**config.mk**
```make
export PLATFORM = sky130hd
export DESIGN_NAME = act_relu_quant
export DESIGN_NICKNAME = d
export VERILOG_FILES = /design/src/rtl/act_relu_quant.sv
export SDC_FILE = /design/constraint.sdc
export NUM_CORES = 1
export LEC_CHECK = 0
export BUFFER_PORTS_ARGS = -buffer_cell sky130_fd_sc_hd__buf_2
export CAP_MARGIN = 25
export CORE_UTILIZATION = 30
export DETAILED_ROUTE_END_ITERATION = 8
export SLEW_MARGIN = 25
export SYNTH_ARGS = -nofsm -noshare
export SYNTH_HDL_FRONTEND = slang
export SYNTH_SLANG_ARGS = --single-unit
```
**constraint.sdc**
```tcl
create_clock -name clk -period 3.9 [get_ports clk]
set_input_delay 0.39 -clock clk [delete_from_list [all_inputs] [get_ports clk]]
set_output_delay 0.39 -clock clk [all_outputs]
set_load 0.1 [all_outputs]
```
**src/rtl/act_relu_quant.sv**
```systemverilog
// Activation stage ahead of the 2x2 max-pooling block.
// Adds a per-layer bias to each accumulator result, applies ReLU, requantizes
// to unsigned DATA_WIDTH with a round-half-up right shift and saturation, and
// tags every result with a sequential (wrapping) address. Fixed 3-cycle latency,
// one sample per cycle, no backpressure.
module act_relu_quant #(
    parameter int ACC_WIDTH     = 20,
    parameter int DATA_WIDTH    = 8,
    parameter int ADDRESS_WIDTH = 10,
    parameter int SHIFT_WIDTH   = 5
) (
    input  logic                          clk,
    input  logic                          rst,
    input  logic                          cfg_start_i,
    input  logic signed [ACC_WIDTH-1:0]   cfg_bias_i,
    input  logic [SHIFT_WIDTH-1:0]        cfg_shift_i,
    input  logic [ADDRESS_WIDTH-1:0]      cfg_base_addr_i,
    input  logic                          acc_valid_i,
    input  logic signed [ACC_WIDTH-1:0]   acc_data_i,
    input  logic                          acc_last_i,
    output logic                          act_valid_o,
    output logic [DATA_WIDTH-1:0]         act_result_o,
    output logic [ADDRESS_WIDTH-1:0]      act_result_address_o,
    output logic                          act_last_o,
    output logic                          busy_o
);

    typedef enum logic [1:0] {
        IDLE  = 2'd0,
        RUN   = 2'd1,
        DRAIN = 2'd2
    } state_t;

    state_t state_q, state_d;

    // Per-layer configuration
    logic signed [ACC_WIDTH-1:0]   bias_q;
    logic [SHIFT_WIDTH-1:0]        shift_q;
    logic [ADDRESS_WIDTH-1:0]      addr_cnt_q, addr_cnt_d;

    // Stage 1: biased sum
    logic                          s1_vld_q;
    logic                          s1_last_q;
    logic signed [ACC_WIDTH:0]     s1_sum_q;

    // Stage 2: ReLU + rounding shift
    logic                          s2_vld_q;
    logic                          s2_last_q;
    logic [ACC_WIDTH+1:0]          s2_r_q;

    // Stage 3: saturated output registers
    logic                          act_valid_q;
    logic                          act_last_q;
    logic [DATA_WIDTH-1:0]         act_result_q;
    logic [ADDRESS_WIDTH-1:0]      act_addr_q;

    logic                          accept;
    logic                          cfg_load;
    logic                          pipe_empty;

    // ReLU followed by round-half-up right shift. The sum is known positive when
    // shifting, so the work is done unsigned in ACC_WIDTH+2 bits. Shift amounts
    // beyond the word width collapse to 0 naturally.
    function automatic logic [ACC_WIDTH+1:0] relu_round(
        input logic signed [ACC_WIDTH:0] sum,
        input logic [SHIFT_WIDTH-1:0]    sh
    );
        logic [ACC_WIDTH+1:0] ext;
        logic [ACC_WIDTH+1:0] one;
        logic [ACC_WIDTH+1:0] res;
        ext = {1'b0, sum};
        one = {{(ACC_WIDTH+1){1'b0}}, 1'b1};
        if (sum[ACC_WIDTH] || (sum == '0)) begin
            res = '0;
        end else if (sh == '0) begin
            res = ext;
        end else begin
            res = (ext + (one << (sh - 1'b1))) >> sh;
        end
        return res;
    endfunction

    // Clamp to the largest unsigned DATA_WIDTH value.
    function automatic logic [DATA_WIDTH-1:0] saturate(input logic [ACC_WIDTH+1:0] r);
        if (|r[ACC_WIDTH+1:DATA_WIDTH]) begin
            return '1;
        end
        return r[DATA_WIDTH-1:0];
    endfunction

    assign accept     = (state_q == RUN) && acc_valid_i;
    assign cfg_load   = (state_q == IDLE) && cfg_start_i;
    assign pipe_empty = !s1_vld_q && !s2_vld_q && !act_valid_q;

    // Layer sequencing: arm on start, drain after the last sample, then idle.
    always_comb begin
        state_d = state_q;
        case (state_q)
            IDLE:    if (cfg_start_i) state_d = RUN;
            RUN:     if (acc_valid_i && acc_last_i) state_d = DRAIN;
            DRAIN:   if (pipe_empty) state_d = IDLE;
            default: state_d = IDLE;
        endcase
    end

    // Address counter: loaded with the base at layer start, advances per output.
    always_comb begin
        addr_cnt_d = addr_cnt_q;
        if (cfg_load) begin
            addr_cnt_d = cfg_base_addr_i;
        end else if (s2_vld_q) begin
            addr_cnt_d = addr_cnt_q + 1'b1;
        end
    end

    // State, configuration, counter and valid/last tracking.
    always_ff @(posedge clk or negedge rst) begin
        if (!rst) begin
            state_q     <= IDLE;
            bias_q      <= '0;
            shift_q     <= '0;
            addr_cnt_q  <= '0;
            s1_vld_q    <= 1'b0;
            s1_last_q   <= 1'b0;
            s2_vld_q    <= 1'b0;
            s2_last_q   <= 1'b0;
            act_valid_q <= 1'b0;
            act_last_q  <= 1'b0;
        end else begin
            state_q     <= state_d;
            addr_cnt_q  <= addr_cnt_d;
            if (cfg_load) begin
                bias_q  <= cfg_bias_i;
                shift_q <= cfg_shift_i;
            end
            s1_vld_q    <= accept;
            s1_last_q   <= accept && acc_last_i;
            s2_vld_q    <= s1_vld_q;
            s2_last_q   <= s1_last_q;
            act_valid_q <= s2_vld_q;
            act_last_q  <= s2_last_q;
        end
    end

    // Output data registers hold their value between valid results.
    always_ff @(posedge clk or negedge rst) begin
        if (!rst) begin
            act_result_q <= '0;
            act_addr_q   <= '0;
        end else if (s2_vld_q) begin
            act_result_q <= saturate(s2_r_q);
            act_addr_q   <= addr_cnt_q;
        end
    end

    // Datapath stages 1 and 2; only captured when a sample is present.
    always_ff @(posedge clk) begin
        if (accept) begin
            s1_sum_q <= {acc_data_i[ACC_WIDTH-1], acc_data_i} + {bias_q[ACC_WIDTH-1], bias_q};
        end
        if (s1_vld_q) begin
            s2_r_q <= relu_round(s1_sum_q, shift_q);
        end
    end

    assign act_valid_o          = act_valid_q;
    assign act_last_o           = act_last_q;
    assign act_result_o         = act_result_q;
    assign act_result_address_o = act_addr_q;
    assign busy_o               = (state_q != IDLE);

endmodule

```
==> results of run 1 <==
==> placed cells by master, fill, tap and decap left out, drive strengths merged, types with 7 or more instances in the layout <==
master	count
a211oi	7
a31oi	10
a21o	12
or3	7
o21ai	56
nand3	12
dfrtp	61
clkbuf	11
ha	42
nor2b	13
inv	29
and3	9
nand2	83
nor4	13
o211ai	13
nor3	17
mux2i	16
o22a	9
buf	163
xnor2	19
edfxtp	43
xor2	20
mux2	35
nor2	73
nand4	10
a21oi	40
==> metrics by stage <==
stage          setup WS (ps)  utilization
6_report               114.4       0.3802
3_3_place_gp           5.876       0.3569
5_1_grt               -40.38       0.3802
4_1_cts                45.35       0.3723
3_5_place_dp          -126.9       0.3569
2_1_floorplan         -33.84            -
==> layer usage <==
layer | vias to the layer above | track usage | wire length (um)
met1 | 3199 | 0.2405 | 10270
li1 | 3230 | - | -
met4 | 0 | 0.04895 | 423
met3 | 29 | 0.04168 | 1407
met5 | - | 0 | 0
met2 | 204 | 0.2897 | 10370
==> final cells by class <==
cell class | instances | area, um2
flip-flops and latches | 104 | 2819
clock buffers | 11 | 232.7
repair buffers | 163 | 1027
multi-input cells | 624 | 4521
clock inverters | 5 | 106.4
fillers | 2491 | 15030
inverters | 29 | 108.9
well taps | 324 | 405.4
==> kinds of logic (layout without fill, tap and decap cells) <==
logic type / Yosys count / after routing / share of synthesized area
other: 1 / 1 / 0.0005074
AND/OR/NAND/NOR: 266 / 266 / 0.1718
AO/OA/AOI/OAI: 220 / 220 / 0.2069
XOR/XNOR: 39 / 39 / 0.04622
adder cells (fa/ha/maj): 44 / 44 / 0.07652
flip-flops: 104 / 104 / 0.3812
multiplexers: 54 / 54 / 0.08464
buffers and inverters: 62 / 208 / 0.03216
==> registers in the layout (all words and copies together), names as in the netlist, 2 cells and up <==
signal,count
act_result_o,8
addr_cnt_q,10
state_q,2
bias_q,20
shift_q,5
s2_r_q,22
act_result_address_o,10
s1_sum_q,21
==> worst paths after layout <==
kind | slack, ps | start | to | cells past startpoint
min in group clk | 240 | cfg_base_addr_i[5] | addr_cnt_q[5]$_DFFE_PN0P_ | 3
hold / removal | 150 | rst | act_result_o[3]$_DFFE_PN0P_ | 1
setup reg to reg | 110 | shift_q[1]$_DFFE_PN0P_ | s2_r_q[10]$_SDFFCE_PP0P_ | 13
setup / recovery | 110 | shift_q[1]$_DFFE_PN0P_ | s2_r_q[10]$_SDFFCE_PP0P_ | 13
hold reg to reg | 350 | s1_last_q$_DFF_PN0_ | s2_last_q$_DFF_PN0_ | 0
max in group asynchronous | 2900 | rst | bias_q[3]$_DFFE_PN0P_ | 2
==> where the power goes <==
part	total (W)	leakage (nW)	switching, W	internal [W]
clock network	0.00104	0.160	0.000410	0.000631
logic	0.00533	2.57	0.00314	0.00220
registers	0.00218	1.12	0.000448	0.00173
total	0.00855	3.86	0.00400	0.00455
==> timing repair <==
item | in CTS | in global routing
endpoints found under the setup margin | 7 | 20
resized for setup | 3 | 33
hold buffers | 0 | 0
pin swaps | 1 | 7
setup buffers | 2 | 4
==> results.json, run 1 <==
{
  "powerDensity_mw_per_mm2": 927.3,
  "clk_latency_ps": 360,
  "num_vias": 6662,
  "synth_area_mm2": 0.007391,
  "dpl-instance-area_mm2": 0.008653,
  "layout-drive-gt1-share": 0.2831,
  "place_congestion": 0.9402,
  "period_share": 0.9707,
  "crit_fanout": 10,
  "die_w_um": 159.0,
  "coreArea_mm2": 0.02425,
  "yosys-top-cells-area": "dfrtp_1, edfxtp_1, ha_1",
  "leakage_nw": 3.856,
  "dieArea_mm2": 0.02527,
  "h-tree-depth": 3,
  "slew_headroom": 0.3559,
  "setup_tns_ps": 0,
  "fmax_mhz": 264.2,
  "fin_crit_ps": 3786,
  "ys.warnings.count": 0,
  "initial_core_util": 0.3048,
  "clk_pin_slew_ps": 80,
  "critical-path-max-stage-delay_ps": 530,
  "total_power_w": 0.008550,
  "die_h_um": 159.0,
  "start_kind": "flip-flop",
  "yosysSeqAreaShare": 0.3812,
  "antenna_found_initial": 0,
  "port_buffers": 80,
  "hold_violations": 0,
  "hold_slack_ps": 154.3,
  "area_growth_pct": 24.75,
  "critPathBufInv": 1,
  "synth_common_cells": "nand2_1, nor2_1, dfrtp_1, o21ai_0, edfxtp_1",
  "drt-total-wl_um": 22470,
  "synth_most_common_cell": "nand2_1",
  "worst_path_max_delay_cell": "mux4_2",
  "cp_top_family": "simple AND/OR/NAND/NOR gates",
  "root_buffer": "clkbuf_16",
  "drv_slew": 0,
  "dp_hpwl_um": 17960,
  "max_cap_viol_count": 0,
  "num_antenna_cells": 0,
  "setup.worst_path.end_class": "flip-flop",
  "num_rows": 57,
  "cts_tree": "built",
  "yosysUniqueCellTypes": 86,
  "stdcell_count": 1260,
  "drt-initial-drc-count": 444,
  "yosys_register_bits": 104,
  "worstMarginPinSlew_ps": 963.9,
  "drcViolationCount": 0,
  "cts_buffers": 9,
  "netlist_instances": 790,
  "hold_class": "input port to async pin",
  "rsz0062_at_grt": "yes",
  "synthFlopType": "dfrtp_1",
  "avgViaCountPerCell": 5.287,
  "syn_avg_cell_area_um2": 9.355,
  "yosys.area.top_type": "dfrtp_1",
  "worstSetupPathType": "flip-flop to flip-flop",
  "synth_edf_count": 43,
  "cp_common_cell": "and3_1",
  "grt_use_total": 0.1795,
  "cts_max_path_buffers": 2,
  "overflow": 0,
  "arrival_ps": 3870,
  "wl_per_cell_um": 17.83,
  "synth_top_area_share": 0.2065,
  "vdd_ir_drop_max_mv": 0.3953,
  "path_cells": "nor2_1, and3_1, ha_1, buf_4, and3_1, and2_1, and3_1, a21o_1, or3_4, and2_0, mux4_2, o2bb2a_4, o311ai_1",
  "first_pass_iters": 4,
  "postSynth.asyncResetShare": 0.5865,
  "pin_count": 81,
  "ant_nets": 0,
  "grt_pass1_vias": 6524,
  "cts_num_sinks": 104,
  "status": "complete, no violations",
  "fin_skew_ps": 12.24,
  "fin_nets": 1035,
  "setup_viol": 0,
  "fin_area_mm2": 0.009220,
  "worstPathRequired_ps": 3990,
  "syn-num-nets": 894,
  "grt_max_degree": 42,
  "grt_first_pass_wirelength_um": 35650,
  "dp.cells": 1238
}
No activity file was read; power rests on OpenSTA's default activity.
==> run 2: changes to the inputs <==
--- a/config.mk
+++ b/config.mk
@@ -9,6 +9,7 @@
 export CAP_MARGIN = 25
 export CORE_UTILIZATION = 30
 export DETAILED_ROUTE_END_ITERATION = 8
+export MAX_ROUTING_LAYER = met4
 export SLEW_MARGIN = 25
 export SYNTH_ARGS = -nofsm -noshare
 export SYNTH_HDL_FRONTEND = slang
==> run 2 against run 1 <==
Compared with the run above: global-route usage rose by 0.47 points; clock power fell by 11%; clock skew rose by 1.2 ps; power fell by 0.54%; design area rose by 0.50%; highest routed layer unchanged; via count rose by 1.4%; wire length rose by 0.94%; sequential share of layout area fell by 0.14 points; die area did not move; fmax fell by 1.3%; hold slack improved by 5.7 ps; cell count rose by 0.32%; largest cell class unchanged; largest power group unchanged.
==> results.json, run 2 (synthesis results as in run 1) <==
{
  "top_regs": "s2_r_q x22, s1_sum_q x21, bias_q x20",
  "port_buffers": 80,
  "num_antenna_cells": 0,
  "root_buffer": "clkbuf_16",
  "utilization": 0.3821,
  "pin_count": 81,
  "crit_fanout": 11,
  "use_met3": 0.03803,
  "startpoint": "shift_q[3]$_DFFE_PN0P_",
  "h-tree-depth": 3,
  "ant_nets": 0,
  "drv_slew": 0,
  "cts_tree": "built",
  "start_kind": "flip-flop",
  "initial_core_util": 0.3048,
  "clk_latency_ps": 350,
  "top_register": "s2_r_q",
  "leakage_nw": 3.849,
  "dieArea_mm2": 0.02527,
  "die_w_um": 159.0,
  "period_share": 0.9838,
  "cts_num_sinks": 104,
  "drt-initial-drc-count": 416,
  "cts_buffers": 9,
  "final_cell_mix": "buf_4, nand2_1, buf_2",
  "hold_class": "input port to async pin",
  "gr-usage-met1": 0.2384,
  "reg2reg_from": "shift_q[3]$_DFFE_PN0P_",
  "num_rows": 57,
  "first_pass_iters": 5,
  "fin_area_mm2": 0.009266,
  "fmax_mhz": 260.6,
  "coreArea_mm2": 0.02425,
  "layout-drive-gt1-share": 0.3011,
  "setup_viol": 0,
  "antenna_found_initial": 0,
  "layout_commonest_cell": "buf_4",
  "slew_headroom": 0.3659,
  "fin_crit_ps": 3837,
  "rsz0062_at_grt": "yes",
  "worstSetupPathType": "flip-flop to flip-flop",
  "fin_nets": 1039,
  "clk_pin_slew_ps": 70,
  "overflow": 0,
  "wl_per_cell_um": 17.94,
  "drcViolationCount": 0,
  "die_h_um": 159.0,
  "top_usage_layer": "met2",
  "powerDensity_mw_per_mm2": 917.8,
  "setup.worst_path.end_class": "flip-flop",
  "place_congestion": 0.9638,
  "num-fill-cells": 2494,
  "worstMarginPinSlew_ps": 948.9,
  "grt_use_total": 0.1843,
  "max_cap_viol_count": 0,
  "hold_violations": 0,
  "arrival_ps": 3920,
  "grt_max_degree": 41,
  "dp_hpwl_um": 18000,
  "dpl-instance-area_mm2": 0.008658,
  "status": "complete, no violations",
  "grt_pass1_vias": 6549,
  "drt-total-wl_um": 22680,
  "grt_util_met2": 0.2909,
  "grt_first_pass_wirelength_um": 35430,
  "largest_register_ffs": 22,
  "fin_skew_ps": 13.42,
  "vdd_ir_drop_max_mv": 0.3857,
  "cts_max_path_buffers": 2,
  "worstPathRequired_ps": 3980,
  "num_vias": 6754,
  "postCtsHoldBufs": 0,
  "avgViaCountPerCell": 5.343,
  "area_growth_pct": 25.38
}
==> run 2: stage by stage <==
step	power, W	setup WS [ps]	hold slack [ps]	TNS (ps)	instances
2_1_floorplan	0.005495	-33.84	94.41	-33.84	790
3_3_place_gp	0.007191	-74.87	334.7	-290.1	1237
3_5_place_dp	0.007192	-80.58	339.7	-261.2	1237
4_1_cts	0.008155	1.743	186.4	0	1254
5_1_grt	0.009063	-63.13	235.7	-150.7	1264
6_report	0.008504	63.36	160.0	0	1264
==> run 2: where the power goes <==
part | internal, W | total, W | switching (W)
Combinational | 0.00223 | 0.00539 | 0.00316
Sequential | 0.00173 | 0.00219 | 0.000460
Clock | 0.000520 | 0.000924 | 0.000404
==> run 2: worst max-delay path: stages, from the launching register on <==
cell      delay [ps]
dfrtp_1          390
buf_4            190
nor2_4           140
nand2_1          110
nor2_1           120
ha_1             250
nor2b_2          160
o31a_1           360
o21a_4           270
a21o_1           200
or3_4            350
and2_0           170
mux4_2           550
o2bb2a_4         230
o311ai_1          80
==> run 2: layout make-up <==
cell class                      instances  area (um2)  area share
Clock buffer                           11       242.7     0.02619
Clock inverter                          5       62.56    0.006751
Inverter                               29       108.9     0.01175
Multi-Input combinational cell        624        4557      0.4918
Sequential cell                       104        2820      0.3043
Tap cell                              324       405.4     0.04375
Timing Repair Buffer                  167        1070      0.1154
==> run 2: layer usage <==
layer / routed length [um] / part of all wire / up-vias
met1: 10220 / 0.45 / 3258
met5: 0 / 0 / -
met3: 1450 / 0.064 / 27
li1: - / - / 3247
met2: 10510 / 0.46 / 222
met4: 497 / 0.022 / 0
==> run 2: path summary, 6_finish.rpt <==
| path | to | slack (ps) | depth (start not counted) |
|---|---|---|---|
| setup / recovery | s2_r_q[10]$_SDFFCE_PP0P_ | 60 | 14 |
| hold / removal | act_result_o[2]$_DFFE_PN0P_ | 160 | 1 |
| setup reg to reg | s2_r_q[10]$_SDFFCE_PP0P_ | 60 | 14 |
| hold reg to reg | act_last_o$_DFF_PN0_ | 350 | 0 |
| max in group asynchronous | bias_q[1]$_DFFE_PN0P_ | 2900 | 2 |
| min in group clk | addr_cnt_q[4]$_DFFE_PN0P_ | 250 | 3 |
==> run 2: what timing repair did <==
action	in CTS	in global routing
pin swaps	1	16
gates resized for setup	1	49
setup endpoints to repair	9	19
buffers inserted	1	10
